==> src/rtl/ram_pkg.sv <==
// Shared constants and types for the single-port RAM arbiter/sequencer.
package ram_pkg;

    localparam int unsigned AW    = 7;
    localparam int unsigned DW    = 4;
    localparam int unsigned DEPTH = 1 << AW;

    localparam logic [DW-1:0] INIT_VAL = 4'h0;

    localparam logic CL_A = 1'b0;
    localparam logic CL_B = 1'b1;

    typedef enum logic {
        ST_INIT = 1'b0,
        ST_RUN  = 1'b1
    } state_e;

    // Owner tag carried alongside an outstanding read
    typedef struct packed {
        logic vld;
        logic id;
    } rtag_t;

endpackage

==> src/rtl/rr_arb2.sv <==
// Two-way round-robin grant; the pointer flips to the other client after every grant.
module rr_arb2
    import ram_pkg::*;
(
    input  logic clk,
    input  logic rst_n,
    input  logic en_i,
    input  logic a_req_i,
    input  logic b_req_i,
    output logic a_gnt_o,
    output logic b_gnt_o
);

    logic ptr_q;
    logic ptr_d;

    always_comb begin
        a_gnt_o = 1'b0;
        b_gnt_o = 1'b0;
        ptr_d   = ptr_q;
        if (en_i) begin
            if (a_req_i && (!b_req_i || ptr_q == CL_A)) begin
                a_gnt_o = 1'b1;
            end else if (b_req_i) begin
                b_gnt_o = 1'b1;
            end
        end
        if (a_gnt_o) begin
            ptr_d = CL_B;
        end else if (b_gnt_o) begin
            ptr_d = CL_A;
        end
    end

    always_ff @(posedge clk or negedge rst_n) begin
        if (!rst_n) begin
            ptr_q <= CL_A;
        end else begin
            ptr_q <= ptr_d;
        end
    end

endmodule

==> src/rtl/ram_1port_arb.sv <==
// Zero-fills a 128x4 single-port RAM, then shares its port between two
// clients with round-robin arbitration and steers read data back by tag.
module ram_1port_arb
    import ram_pkg::*;
(
    input  logic          clk,
    input  logic          rst,
    input  logic          clr_req,
    output logic          init_done,
    input  logic          a_req,
    input  logic          a_we,
    input  logic [AW-1:0] a_addr,
    input  logic [DW-1:0] a_wdata,
    output logic          a_gnt,
    output logic          a_rvalid,
    output logic [DW-1:0] a_rdata,
    input  logic          b_req,
    input  logic          b_we,
    input  logic [AW-1:0] b_addr,
    input  logic [DW-1:0] b_wdata,
    output logic          b_gnt,
    output logic          b_rvalid,
    output logic [DW-1:0] b_rdata,
    output logic          ram_enb,
    output logic [AW-1:0] ram_addr,
    output logic [DW-1:0] ram_wdata,
    input  logic [DW-1:0] ram_rdata
);

    state_e        state_q, state_d;
    logic [AW-1:0] cnt_q, cnt_d;
    logic          enb_q, enb_d;
    logic [AW-1:0] addr_q, addr_d;
    logic [DW-1:0] wdata_q, wdata_d;
    rtag_t         tag1_q, tag1_d;
    rtag_t         tag2_q;
    logic [DW-1:0] a_rdata_q;
    logic [DW-1:0] b_rdata_q;

    rr_arb2 u_arb (
        .clk     (clk),
        .rst_n   (rst),
        .en_i    (state_q == ST_RUN),
        .a_req_i (a_req),
        .b_req_i (b_req),
        .a_gnt_o (a_gnt),
        .b_gnt_o (b_gnt)
    );

    // Next state, init sequencing and command issue
    always_comb begin
        state_d = state_q;
        cnt_d   = cnt_q;
        enb_d   = 1'b0;
        addr_d  = addr_q;
        wdata_d = wdata_q;
        tag1_d  = '0;
        case (state_q)
            ST_INIT: begin
                enb_d   = 1'b1;
                addr_d  = cnt_q;
                wdata_d = INIT_VAL;
                cnt_d   = cnt_q + AW'(1);
                if (cnt_q == AW'(DEPTH - 1)) begin
                    state_d = ST_RUN;
                end
                if (clr_req) begin
                    state_d = ST_INIT;
                    cnt_d   = '0;
                end
            end
            ST_RUN: begin
                if (a_gnt) begin
                    enb_d      = a_we;
                    addr_d     = a_addr;
                    wdata_d    = a_wdata;
                    tag1_d.vld = !a_we;
                    tag1_d.id  = CL_A;
                end else if (b_gnt) begin
                    enb_d      = b_we;
                    addr_d     = b_addr;
                    wdata_d    = b_wdata;
                    tag1_d.vld = !b_we;
                    tag1_d.id  = CL_B;
                end
                if (clr_req) begin
                    state_d = ST_INIT;
                    cnt_d   = '0;
                end
            end
            default: state_d = ST_INIT;
        endcase
    end

    always_ff @(posedge clk or negedge rst) begin
        if (!rst) begin
            state_q   <= ST_INIT;
            cnt_q     <= '0;
            enb_q     <= 1'b0;
            addr_q    <= '0;
            wdata_q   <= '0;
            tag1_q    <= '0;
            tag2_q    <= '0;
            a_rdata_q <= '0;
            b_rdata_q <= '0;
        end else begin
            state_q   <= state_d;
            cnt_q     <= cnt_d;
            enb_q     <= enb_d;
            addr_q    <= addr_d;
            wdata_q   <= wdata_d;
            tag1_q    <= tag1_d;
            tag2_q    <= tag1_q;
            a_rdata_q <= a_rdata;
            b_rdata_q <= b_rdata;
        end
    end

    // Read data arrives in the same cycle its tag leaves stage 2; hold it afterwards
    assign a_rvalid  = tag2_q.vld && (tag2_q.id == CL_A);
    assign b_rvalid  = tag2_q.vld && (tag2_q.id == CL_B);
    assign a_rdata   = a_rvalid ? ram_rdata : a_rdata_q;
    assign b_rdata   = b_rvalid ? ram_rdata : b_rdata_q;

    assign init_done = (state_q == ST_RUN);
    assign ram_enb   = enb_q;
    assign ram_addr  = addr_q;
    assign ram_wdata = wdata_q;

endmodule
==> config.mk <==
export PLATFORM = sky130hd
export DESIGN_NAME = ram_1port_arb
export DESIGN_NICKNAME = d
export VERILOG_FILES = /design/src/rtl/ram_pkg.sv /design/src/rtl/rr_arb2.sv /design/src/rtl/ram_1port_arb.sv
export SDC_FILE = /design/constraint.sdc
export NUM_CORES = 1
export LEC_CHECK = 0
export CAP_MARGIN = 10
export CORE_ASPECT_RATIO = 0.6
export CORE_MARGIN = 1.5
export CORE_UTILIZATION = 39
export DETAILED_ROUTE_END_ITERATION = 10
export MAX_ROUTING_LAYER = met4
export PLACE_DENSITY = 0.75
export SKIP_LAST_GASP = 1
export SYNTH_ARGS = -nofsm -noshare
export SYNTH_HDL_FRONTEND = slang
export SYNTH_HIERARCHICAL = 1
export SYNTH_SLANG_ARGS = --single-unit
==> constraint.sdc <==
create_clock -name clk -period 1.28 [get_ports clk]
set_input_delay 0.384 -clock clk [delete_from_list [all_inputs] [get_ports clk]]
set_output_delay 0.384 -clock clk [all_outputs]
set_load 0.01 [all_outputs]
==> flow_summary.yaml <==
run_status:
  status: "complete, but fails checks"
  violations: "setup timing"
setup_path:
  cp_top_family: "flip-flops"
  cp_slowest_cell: "dfrtp_1"
  crit_chain: "nand2_4 > buf_6 > mux2_4 > buf_6"
  r2r_setup_slack_ns: -0.28
  path_max_fanout: 4
  crit_top_cell: "buf_6"
  crit_arrival_ns: 1.37
  slowest_delay_ns: 0.43
  cp.required_ns: 0.90
  startpoint_type: "flop"
  path_class: "flop to output port"
  critPathCaptureType: "output port"
  crit_buf_inv: 2
yosys:
  synth_xor_area_share_pct: 1.72
  synth_cell_types: 35
  synth_area_leaders: "dfrtp_1 54%, mux2_2 5.9%, mux2i_1 3.3%"
  yosysTopAreaCell: "dfrtp_1"
  avgSynthCellArea_um2: 10.9
  synthAdderAreaFrac_pct: 0.820
  syn-num-nets: 174
  yosysSeqAreaShare_pct: 54.1
  synth-simple-area-share_pct: 13.0
  synth_top_family_by_area: "compound AO/OA/AOI/OAI gates"
  synth_compound_area_share_pct: 16.2
  yosysWarningCount: 6
  synth_top_area_share_pct: 54.1
  synth_mux_area_share_pct: 9.19
  synth-seq-cells: 33
  postSynthCellCount: 140
  synth_area_um2: 1530
sta:
  min_period_ns: 1.75
  tns_ns: -7.45
  hold_violations: 0
  period_share_pct: 137
  tightest_slew_ns: 0.288
  max_slew_margin_pct: 80.8
  slew_viol_final: 0
  rsz0062_at_grt: "true"
  fmax_mhz: 570
  setup_violations: 31
  clock_skew_ns: 0.0107
  finalWorstSetupSlack_ns: -0.474
floorplan:
  num_rows: 17
  dieHeight_um: 51.4
  start_util_pct: 41.2
  coreArea_um2: 3700
  die_w_um: 83.7
  pin_count: 58
  die-area_um2: 4310
final_layout:
  layout_common_cells: "32 x dfrtp_1, 30 x clkdlybuf4s50_1, 28 x buf_4"
  drive_above_1_share_pct: 51.7
  nets: 275
  layout_commonest_cell: "dfrtp_1"
  antenna_cells: 0
  num-fill-cells: 233
  syn2layout_area_growth_pct: 85.2
place:
  post-place-ws_ns: -0.832
  dp_hpwl_mm: 2.95
  port_buffers: 57
  place_congestion: 0.839
pwr:
  p_seq_share_pct: 48.4
  pwr-share-comb_pct: 13.2
  switchingPower_w: 0.000506
  pwr-share-clk_pct: 38.4
  swShare_pct: 22.5
  p_int_w: 0.00175
  ir_worst_vdd_v: 0.000635
  p_per_area_nw_per_um2: 798
  p_leak_nw: 1.36
cts:
  cts_tree: "done"
  cts_root_buf: "clkbuf_8"
  numClockSinks: 33
  clkTransAtPathRegs_ns: 0.07
  clock_latency_ns: 0.29
  cts-htree-levels: 2
  clk_path_buf_depth: 2
  cts_made_buffers: 5
routing:
  drt-vias-per-instance: 5.13
  wl_per_cell_um: 16.9
  drc: 0
  dr.pass1.iters: 4
  num_vias: 1482
  drtIter0Drc: 47
  wl_mm: 4.87
  ant_nets: 0
global_route:
  grt_pass1_wl_mm: 7.45
  antenna_found_initial: 0
  grt_use_total_pct: 24.0
  grt_max_degree: 34
  grt_pass1_vias: 1520
  grt-ovfl-total: 0
run:
  max-cap-violations: 0
min_path:
  hold_class: "flop to flop"
[power groups by stage]
| stage | Combinational, W | Sequential (W) | Clock [W] |
|---|---|---|---|
| 3_5_place_dp | 0.000263 | 0.00110 | 0 |
| 3_3_place_gp | 0.000255 | 0.00110 | 0 |
| 6_report | 0.000297 | 0.00109 | 0.000866 |
| 5_1_grt | 0.000321 | 0.00109 | 0.000935 |
| 2_1_floorplan | 0.0000553 | 0.00111 | 0 |
| 4_1_cts | 0.000285 | 0.00109 | 0.000884 |
[cells in the mapped netlist]
cell,instances
xnor2_1,2
xor2_1,1
nand4_1,1
nand2_1,9
and3_1,2
buf_6,1
o211a_1,4
or3_1,2
ha_1,1
mux2_2,8
a41o_1,1
a311oi_1,1
buf_1,1
and2_1,5
a21oi_1,7
clkbuf_1,2
o21ba_2,1
and4b_1,1
a211oi_1,5
inv_1,10
nor2_1,9
nand2b_1,4
o22ai_1,5
mux2i_1,5
clkbuf_2,1
nor2b_1,1
o21ai_0,8
dfrtp_1,33
a21oi_2,1
nor3_1,1
o311ai_0,2
or3b_2,1
buf_2,2
o21a_1,1
nand2b_4,1
[logic make-up (layout without fill, tap and decap cells)]
family	count (synthesis)	count (layout)
AND/OR/NAND/NOR	37	37
flip-flops	33	33
adder cells (fa/ha/maj)	1	1
multiplexers	13	13
XOR/XNOR	3	3
AO/OA/AOI/OAI	36	36
buffers and inverters	17	119
[registers in the layout, summed over array words and instances, names as in the netlist]
signal,cells
cnt_q,7
ram_addr,7
a_rdata_q,4
b_rdata_q,4
ram_wdata,4
tag1_q,2
tag2_q,2
init_done,1
ram_enb,1
u_arb/ptr_q,1
[stage by stage]
| stage | hold slack (ns) | cell area, um^2 | utilization (%) | cells | power (W) |
|---|---|---|---|---|---|
| 3_3_place_gp | 0.332 | 2280 | 61.6 | 253 | 0.00136 |
| 2_1_floorplan | 0.0884 | 1570 | - | 140 | 0.00116 |
| 3_5_place_dp | 0.336 | 2280 | 61.6 | 253 | 0.00137 |
| 5_1_grt | 0.360 | 2820 | 76.3 | 289 | 0.00235 |
| 4_1_cts | 0.351 | 2660 | 71.8 | 280 | 0.00226 |
| 6_report | 0.348 | 2820 | 76.3 | 289 | 0.00225 |
[timing repair]
action | 4_1_cts | 5_1_grt
cloned | 2 | 0
pin swaps | 19 | 15
gates resized for setup | 154 | 36
hold buffers | 0 | 0
buffers inserted | 17 | 10
setup endpoints to repair | 45 | 36
[final timing paths]
path	startpoint	end	cells past startpoint
max	tag2_q[1]$_DFF_PN0_	b_rdata[3]	4
min	tag1_q[0]$_DFF_PN0_	tag2_q[0]$_DFF_PN0_	0
max reg2reg	init_done$_DFF_PN0_	ram_addr[0]$_DFFE_PN0P_	7
min reg2reg	tag1_q[0]$_DFF_PN0_	tag2_q[0]$_DFF_PN0_	0
max in group asynchronous	rst	init_done$_DFF_PN0_	2
min in group asynchronous	rst	cnt_q[6]$_DFFE_PN0P_	2
[final cells by class]
cell class	instances	area (um^2)	area share, %
timing repair buffer	100	952	33.7
clock buffer	7	96.3	3.41
timing repair inverter	1	7.51	0.266
multi-input combinational	90	828	29.3
inverter	10	48.8	1.73
clock inverter	1	5.00	0.177
sequential	33	827	29.3
tap	47	58.8	2.08
[metal layers]
layer | GRT usage [%] | vias to the layer above | share of wire, %
met5 | - | - | 0
met4 | 10.4 | 0 | 1.6
met3 | 7.11 | 11 | 6.3
met2 | 37.8 | 68 | 49
met1 | 29.3 | 710 | 43
li1 | - | 693 | -
No activity file was read; power rests on OpenSTA's default activity.
